`src/rtl/s2p_frame_ctrl.sv`:
```
// ---------------------------------------------------------------------------
// s2p_frame_ctrl
// Serial-to-parallel framer. Hunts for an N-bit sync pattern in an LSB-first
// bit stream, then captures WORDS words of N bits each. The words go into a
// DEPTH-entry output buffer drained with a valid/ready handshake.
//
// Optional build macro:
//   S2P_PARITY_EN - each data word is followed by one even-parity bit. A
//                   mismatch is flagged on word_perr. The word is pushed on
//                   the parity-bit edge.
//
// Ports:
//   clk          rising-edge clock
//   reset        synchronous active-high reset
//   data_in      serial data bit, sampled every edge
//   enable       1 = run the sequencer, 0 = return to IDLE
//   ovf_clear    pulse that clears the sticky overflow flag
//   word_ready   consumer accepts the head word
//   word_valid   buffer not empty
//   word_data    head word (bit k = k-th received data bit)
//   word_first   head word is word 0 of its frame
//   word_last    head word is word WORDS-1 of its frame
//   word_perr    head word failed its parity check
//   in_frame     sequencer is capturing a frame
//   overflow     sticky: a completed word was dropped
//   frame_count  completed frames, wraps at 255
// ---------------------------------------------------------------------------
module s2p_frame_ctrl #(
    parameter int unsigned  N     = 8,
    parameter logic [N-1:0] SYNC  = N'(8'hA5),
    parameter int unsigned  WORDS = 4,
    parameter int unsigned  DEPTH = 4
) (
    input  logic         clk,
    input  logic         reset,
    input  logic         data_in,
    input  logic         enable,
    input  logic         ovf_clear,
    input  logic         word_ready,
    output logic         word_valid,
    output logic [N-1:0] word_data,
    output logic         word_first,
    output logic         word_last,
    output logic         word_perr,
    output logic         in_frame,
    output logic         overflow,
    output logic [7:0]   frame_count
);

`ifdef S2P_PARITY_EN
    localparam int unsigned LAST_CNT = N;
`else
    localparam int unsigned LAST_CNT = N - 1;
`endif
    localparam int unsigned BW = (LAST_CNT > 0) ? $clog2(LAST_CNT + 1) : 1;
    localparam int unsigned FW = $clog2(N + 1);
    localparam int unsigned WW = (WORDS > 1) ? $clog2(WORDS) : 1;
    localparam int unsigned AW = (DEPTH > 1) ? $clog2(DEPTH) : 1;
    localparam int unsigned CW = $clog2(DEPTH + 1);

    typedef enum logic [1:0] {
        IDLE    = 2'd0,
        HUNT    = 2'd1,
        CAPTURE = 2'd2
    } state_t;

    typedef struct packed {
        logic [N-1:0] data;
        logic         first;
        logic         last;
        logic         perr;
    } entry_t;

    state_t         state;
    state_t         state_next;

    logic [N-1:0]   window;
    logic [N-1:0]   window_shift;
    logic [FW-1:0]  fill;
    logic [BW-1:0]  bit_cnt;
    logic [WW-1:0]  word_cnt;
    logic [N-1:0]   word_reg;
    logic [N-1:0]   word_cur;
    logic           perr_in;

    logic           sync_hit;
    logic           word_done;
    logic           last_word;
    logic           hunt_en;
    logic           capture_en;
    logic           enter_hunt;

    entry_t         mem [DEPTH];
    entry_t         head;
    logic [AW-1:0]  wr_ptr;
    logic [AW-1:0]  rd_ptr;
    logic [CW-1:0]  count;
    logic           full;
    logic           pop;
    logic           push_ok;
    logic           drop;

    // Status terms shared by the FSM and the datapath
    assign window_shift = {data_in, window[N-1:1]};
    assign sync_hit     = (state == HUNT) && enable && (fill >= FW'(N - 1))
                          && (window_shift == SYNC);
    assign word_done    = (state == CAPTURE) && enable && (bit_cnt == BW'(LAST_CNT));
    assign last_word    = (word_cnt == WW'(WORDS - 1));

    // State register
    always_ff @(posedge clk) begin
        if (reset) begin
            state <= IDLE;
        end else begin
            state <= state_next;
        end
    end

    // Next-state logic; enable low overrides everything
    always_comb begin
        state_next = state;
        if (!enable) begin
            state_next = IDLE;
        end else begin
            case (state)
                IDLE:    state_next = HUNT;
                HUNT:    if (sync_hit) state_next = CAPTURE;
                CAPTURE: if (word_done && last_word) state_next = HUNT;
                default: state_next = IDLE;
            endcase
        end
    end

    // FSM outputs and datapath strobes
    always_comb begin
        hunt_en    = 1'b0;
        capture_en = 1'b0;
        enter_hunt = 1'b0;
        in_frame   = (state == CAPTURE);
        if (enable) begin
            case (state)
                IDLE:    enter_hunt = 1'b1;
                HUNT:    hunt_en = 1'b1;
                CAPTURE: begin
                    capture_en = 1'b1;
                    enter_hunt = word_done && last_word;
                end
                default: ;
            endcase
        end
    end

    // Current word with this edge's sample merged in (parity edge leaves it unchanged)
    always_comb begin
        word_cur = word_reg;
        for (int unsigned i = 0; i < N; i++) begin
            if (bit_cnt == BW'(i)) word_cur[i] = data_in;
        end
    end

`ifdef S2P_PARITY_EN
    assign perr_in = (^word_cur) ^ data_in;
`else
    assign perr_in = 1'b0;
`endif

    // Sync window, bit/word counters and frame counter
    always_ff @(posedge clk) begin
        if (reset) begin
            window      <= '0;
            fill        <= '0;
            bit_cnt     <= '0;
            word_cnt    <= '0;
            word_reg    <= '0;
            frame_count <= '0;
        end else begin
            if (enter_hunt) begin
                window <= '0;
                fill   <= '0;
            end else if (hunt_en) begin
                window <= window_shift;
                if (fill != FW'(N)) fill <= fill + FW'(1);
            end

            if (sync_hit) begin
                bit_cnt  <= '0;
                word_cnt <= '0;
                word_reg <= '0;
            end else if (capture_en) begin
                word_reg <= word_cur;
                if (word_done) begin
                    bit_cnt <= '0;
                    // Dropped words still advance the word counter
                    if (last_word) begin
                        word_cnt    <= '0;
                        frame_count <= frame_count + 8'd1;
                    end else begin
                        word_cnt <= word_cnt + WW'(1);
                    end
                end else begin
                    bit_cnt <= bit_cnt + BW'(1);
                end
            end
        end
    end

    // Output buffer: a full buffer accepts a push only alongside a pop
    assign full    = (count == CW'(DEPTH));
    assign pop     = word_valid && word_ready;
    assign push_ok = word_done && (!full || pop);
    assign drop    = word_done && full && !pop;

    always_ff @(posedge clk) begin
        if (push_ok) begin
            mem[wr_ptr] <= '{data:  word_cur,
                             first: (word_cnt == '0),
                             last:  last_word,
                             perr:  perr_in};
        end
    end

    always_ff @(posedge clk) begin
        if (reset) begin
            wr_ptr <= '0;
            rd_ptr <= '0;
            count  <= '0;
        end else begin
            if (push_ok) wr_ptr <= (wr_ptr == AW'(DEPTH - 1)) ? '0 : wr_ptr + AW'(1);
            if (pop)     rd_ptr <= (rd_ptr == AW'(DEPTH - 1)) ? '0 : rd_ptr + AW'(1);
            case ({push_ok, pop})
                2'b10:   count <= count + CW'(1);
                2'b01:   count <= count - CW'(1);
                default: ;
            endcase
        end
    end

    // Sticky overflow; a drop in the same cycle as a clear wins
    always_ff @(posedge clk) begin
        if (reset) begin
            overflow <= 1'b0;
        end else if (drop) begin
            overflow <= 1'b1;
        end else if (ovf_clear) begin
            overflow <= 1'b0;
        end
    end

    // Head-of-buffer outputs, forced to zero while empty
    assign head       = mem[rd_ptr];
    assign word_valid = (count != '0);
    assign word_data  = word_valid ? head.data  : '0;
    assign word_first = word_valid ? head.first : 1'b0;
    assign word_last  = word_valid ? head.last  : 1'b0;
    assign word_perr  = word_valid ? head.perr  : 1'b0;

endmodule

```
`config.mk`:
```
export PLATFORM = sky130hd
export DESIGN_NAME = s2p_frame_ctrl
export DESIGN_NICKNAME = d
export VERILOG_FILES = /design/src/rtl/s2p_frame_ctrl.sv
export SDC_FILE = /design/constraint.sdc
export NUM_CORES = 1
export LEC_CHECK = 0
export BUFFER_PORTS_ARGS = -buffer_cell sky130_fd_sc_hd__buf_4
export CAP_MARGIN = 20
export CORE_ASPECT_RATIO = 1.75
export CORE_MARGIN = 8
export CORE_UTILIZATION = 39
export CTS_BUF_LIST = sky130_fd_sc_hd__clkbuf_4 sky130_fd_sc_hd__clkbuf_8 sky130_fd_sc_hd__clkbuf_16
export DETAILED_ROUTE_END_ITERATION = 6
export SYNTH_ARGS = -nofsm -noshare
export SYNTH_HDL_FRONTEND = slang
export SYNTH_SLANG_ARGS = --single-unit
```
`constraint.sdc`:
```
create_clock -name clk -period 5.1 [get_ports clk]
set_input_delay 0 -clock clk [delete_from_list [all_inputs] [get_ports clk]]
set_output_delay 0 -clock clk [all_outputs]
set_load 0.03 [all_outputs]
```
# [Word level (Yosys, flattened, before mapping)]
# Memories as Yosys holds them, arrays and structs flattened. A register that Yosys moved wholly into a read port is not among the register bits.
# Index checks and enable logic that the tools add are counted.
[word_totals] register_bits=43 latchBits=0 mem_bits_rw=40 rom_bits=0 in_bits=6 elab_cells=100 mem_count=1
[memory_table] name="mem" depth=4 width=10 rd=1 rd_ports_with_merged_regs=1 write_ports=1 line="93" source="entry_t mem [DEPTH];"
[classes] n_addsub=8 mul=0 div_mod_pow=0 magnitude_cmp=1 eq_ne=19 shifts=0 n_mux=32 n_bitwise=2 reduce_logical=26
[ops] operator="$mux 1" n=20
[ops] operator="$eq 3x3->1 const B" n=5
[ops] operator="$mux 2" n=7
[ops] operator="$eq 2x2->1 const B" n=5
[ops] operator="$logic_and 1x1->1" n=10
[ops] operator="$add 8x1->8 const B" n=1
[ops] operator="$eq 8x8->1 const B" n=1
[ops] operator="$mux 8" n=1
[ops] operator="$add 2x1->2 const B" n=3
[ops] operator="$add 3x1->3 const B" n=2
[ops] operator="$eq 3x2->1 const B" n=2
[ops] operator="$pmux 2 s3" n=1
[ops] operator="$pmux 3 s2" n=1
[ops] operator="$reduce_and 2->1" n=3
[ops] operator="$reduce_or 2->1" n=3
[ops] operator="$add 4x1->4 const B" n=1
[ops] operator="$eq 2x1->1 const B" n=2
[ops] operator="$ge 4x3->1 const B" n=1
[ops] operator="$logic_not 2->1" n=2
[ops] operator="$ne 4x4->1 const B" n=1
[ops] operator="$reduce_and 4->1" n=1
[ops] operator="$reduce_bool 2->1" n=2
[ops] operator="$eq 3x1->1 const B" n=1
[ops] operator="$logic_not 3->1" n=1
[ops] operator="9 further kinds" n=11

# [Logic depth before layout (Yosys ltp)]
[logic_depth] depth_word=7 ltp_mapped=9 ltp_nobuf=8

# [Least setup slack after synthesis]
# No wires, ideal clock.
[synth_path] path_kind="register -> register" startpoint="reg bit_cnt[0]" endpoint="reg count[2]" arrival_time_ns=2.069 slack_ns=2.911 stages_incl_launch_ff=10 n_path_buf=1 path_cell_list="dfxtp_1 > ha_1 > ha_1 > buf_4 > a21oi_1 > fa_1 > inv_1 > or3_1 > o211a_1 > o31a_1"
[synth_via] elab_chain_len=5 word_cells_on_any_way=7
[synth_rtl] element="start: declaration" line="80" source="logic [BW-1:0] bit_cnt;"
[synth_rtl] element="start signal: assignment" line="201" source="bit_cnt <= bit_cnt + BW'(1);"
[synth_rtl] element="$eq 3x3->1 *" line="107" source="assign word_done = (state == CAPTURE) && enable && (bit_cnt == BW'(LAST_CNT));"
[synth_rtl] element="$logic_and 1x1->1 *" line="107"
[synth_rtl] element="$logic_and 1x1->1 *" line="210" source="assign push_ok = word_done && (!full || pop);"
[synth_rtl] element="$eq 2x1->1 / $eq 2x2->1 (equally long branches)" line="230" source="case ({push_ok, pop})"
[synth_rtl] element="$pmux 3 s2 / $reduce_bool 2->1 (equally long branches)"
[synth_rtl] element="end signal: assignment" line="231" source="2'b10: count <= count + CW'(1);"
[synth_rtl] element="end signal: assignment" line="232" source="2'b01: count <= count - CW'(1);"
[synth_rtl] element="end: declaration" line="97" source="logic [CW-1:0] count;"
# Mark *: on every way between the ends. The rest lies on a longest branch, timed or not.
# A chain may end at the register's enable or synchronous reset.

# [Worst setup path in the final report]
[layout_path] startpoint="reg bit_cnt[0]" endpoint="mem mem[1][5] (netlist bit), enable pin"
[layout_via] elab_chain_len=5
[layout_rtl] element="$eq 3x3->1" line="107"
[layout_rtl] element="$logic_and 1x1->1" line="107"
[layout_rtl] element="$logic_and 1x1->1" line="210"
[layout_rtl] element="$mux 1" line="214" source="if (push_ok) begin"
[layout_rtl] element="$mux 1 (implied by the code)" line="215" source="mem[wr_ptr] <= '{data: word_cur,"
[layout_rtl] element="end: declaration" line="93"
# No other way between the ends.

==> results.md <==
* Slew at the pin closest to its max-slew limit at 0.812 ns
* Worst hold path startpoint: ovf_clear
* Number of pins exceeding their max-slew limit in the final report at 0
* Post-Syn Instances at 325
* Share of final-layout standard cells stronger than drive strength 1 at 18.9%
* Share of the clock period used by the worst path after layout at 50.7%
* Sort of element at the start of the critical path: flip-flop
* Number of max-capacitance violations reported at 0
* Port-buffer cells at 26
* Worst endpoint required time at 5.08 ns
* Power per Cell Area at 313 nW/um2
* Total GRT Usage at 10.7%
* Number of DRC markers in iteration 0 at 98
* Fraction of the yosys area taken by sequential cells at 56.1%
* Maximum VDD drop at 0.000210 V
* Crit Reg-Reg Startpoint: bit_cnt[0]
* Max FFs per register at 40
* Clock-pin transition on the worst setup and hold timing paths at 0.07 ns
* Worst skew pair latency at 0.34 ns
* Worst hold slack at 0.00801 ns
* Distinct cell type count of the synthesized netlist at 43
* Horiz. Die Dim at 89.8 um
* Global-route wire length before repair at 11.5 mm
* Total wire length at 6.69 mm
* Count of instances resized after the clock tree is built at 0
* Final total negative setup slack at 0 ns
* Main flop type after synthesis: dfxtp_1
* Power Total at 1350 uW
* Lkg Pwr at 0.00153 uW
* Average size of a mapped cell at 11.4 um2
* Layout overhead on the synthesized area at 16.1%
* Initial core utilization at 39.7%
* Remaining DRCs at 0
* Critical path endpoint category: flip-flop
* Post-detailed-route via-to-cell ratio at 4.95
* Estimated wirelength of the detail-placed design at 4.96 mm
* CTS Hold Buffers Added at 3
* Number of placed instances, taps included at 458
* H-tree depth at 3
* Post-DRT Antenna Nets at 0
* Maximum number of buffers from clock root to sink at 2
* Non-filler cells, final at 477
* Final setup vio count at 0
* Chip Height at 145 um
* Time the final worst path needs with I/O delays and setup at 2.58 ns
* Proportion of register bits with asynchronous set or reset after synthesis at 0%
* Cts bufs inserted at 9
* Setup crit start: bit_cnt[0]
* EDFF count, synth at 40
* Antenna Cells at 0
* # nets final at 373
* Number of warnings reported in the yosys synthesis log at 0
* RSZ-0062 raised after global routing: false
* Rows at 47
* HP Class: in -> reg
* Count of state elements after synthesis at 84
* Weighted congestion at the end of routability-driven global placement at 0.736
* Run status: finished, final reports clean
* Arrival time at the worst endpoint at 2.56 ns
* Area of all placed cells without fillers at 4310 um2
* WL/cell at 14.0 um
* Clock Sinks at 84
* Via total after detailed routing at 2361
* Setup Crit Path Kind: reg -> reg
* Number of placed I/O pins at 28
* Placeable core area at 9350 um2
* Overflow left after global routing at 0
* Highest achievable clock rate at 387 MHz
* Number of setup buffers added after CTS at 0
* Initial antenna violation count at 0
* Clock tree from TritonCTS: yes
* CTS Root Cell: clkbuf_16
* Number of hold-slack violations in the final timing report at 0
* Setup clock skew after layout at 0.00942 ns
* Post-synth net total at 348
* Placed inst area at 3990 um2
* Summed instance area of the synthesized netlist at 3710 um2
* Floorplan die area at 13000 um2
* Number of detailed-route iterations in the first pass at 4
* Maximum fanout along the worst path at 10
* Worst relative slew slack at 45.7%
* Via count of the first global-routing pass at 2468
* Pin count of the biggest net entering global routing at 23
==> layer usage <==
metal | up-vias | global-route usage (%) | share of wire [%]
li1 | 1187 | - | -
met1 | 1133 | 10.2 | 38
met2 | 33 | 20.2 | 57
met3 | 8 | 2.69 | 3.8
met4 | 0 | 5.80 | 1.5
met5 | - | 0 | 0
==> final timing paths <==
| path | to | slack, ns | depth (start not counted) |
|---|---|---|---|
| worst max-delay path | mem[1][5] | 2.52 | 5 |
| worst min-delay path | overflow | 0.008 | 4 |
| worst max register to register | mem[1][5] | 2.52 | 5 |
| worst min register to register | word_reg[6] | 0.45 | 2 |
==> area by class of cell <==
| type | instances | area [um2] |
|---|---|---|
| clock buffer | 9 | 225 |
| clock inverter | 7 | 70.1 |
| fill | 865 | 5040 |
| inverter | 17 | 63.8 |
| multi-input combinational | 209 | 1490 |
| sequential | 84 | 2080 |
| tap | 122 | 153 |
| timing repair buffer | 29 | 225 |
==> cells in the final DEF (no fill, tap or decap), types with 3 or more instances in the layout <==
cell,instances
o21ai_0,4
nor2b_1,15
nand2_1,38
xnor2_1,7
inv_1,17
clkbuf_16,9
edfxtp_1,40
dlygate4sd3_1,3
and2_1,4
ha_1,16
mux4_2,10
a21oi_1,26
mux2_2,9
nand3_1,6
buf_4,26
nor3_1,13
nand4_1,3
nor2_1,28
nand3b_1,3
dfxtp_1,44
inv_6,3
==> through the flow <==
| stage | util, % | setup slack [ns] |
|---|---|---|
| floorplan | - | 2.91 |
| global placement | 42.6 | 2.61 |
| detailed placement | 42.6 | 2.49 |
| CTS | 46.1 | 2.48 |
| global route | 46.1 | 2.32 |
| finish | 46.1 | 2.52 |
==> cells in the mapped netlist (all sizes together), types with 7 or more instances <==
library cell   n  area share [%]
nor2          28             2.8
a21oi         26             3.5
nor2b         15             2.5
nand2         38             3.8
ha            16             5.4
mux2           9             2.7
nor3          13             1.8
mux4          10             6.1
xnor2          7             1.7
inv           17             1.7
edfxtp        40              32
clkbuf         9            0.91
dfxtp         44              24
==> worst max-delay path, cell delays in order (launching register included) <==
cell and delay [ns]:
dfxtp_1 0.41, ha_1 0.22, ha_1 0.41, nand4b_2 0.29, nor2_1 0.40, and2_1 0.49
==> kinds of logic after synthesis <==
group / share of synthesized area, %
XOR/XNOR: 2.12
AND/OR/NAND/NOR: 16.7
other: 0.101
AO/OA/AOI/OAI: 6.00
buffers and inverters: 3.74
flip-flops: 56.1
adder cells (fa/ha/maj): 5.93
multiplexers: 9.33
==> power by group <==
| group | total (uW) | switching (uW) | internal, uW | leakage [uW] |
|---|---|---|---|---|
| sequential | 702 | 0.930 | 701 | 0.000681 |
| clock | 627 | 284 | 343 | 0.000142 |
| combinational | 21.5 | 14.1 | 7.37 | 0.000706 |
| total | 1350 | 299 | 1050 | 0.00153 |
Note: power is estimated with default switching activity, not from simulation.
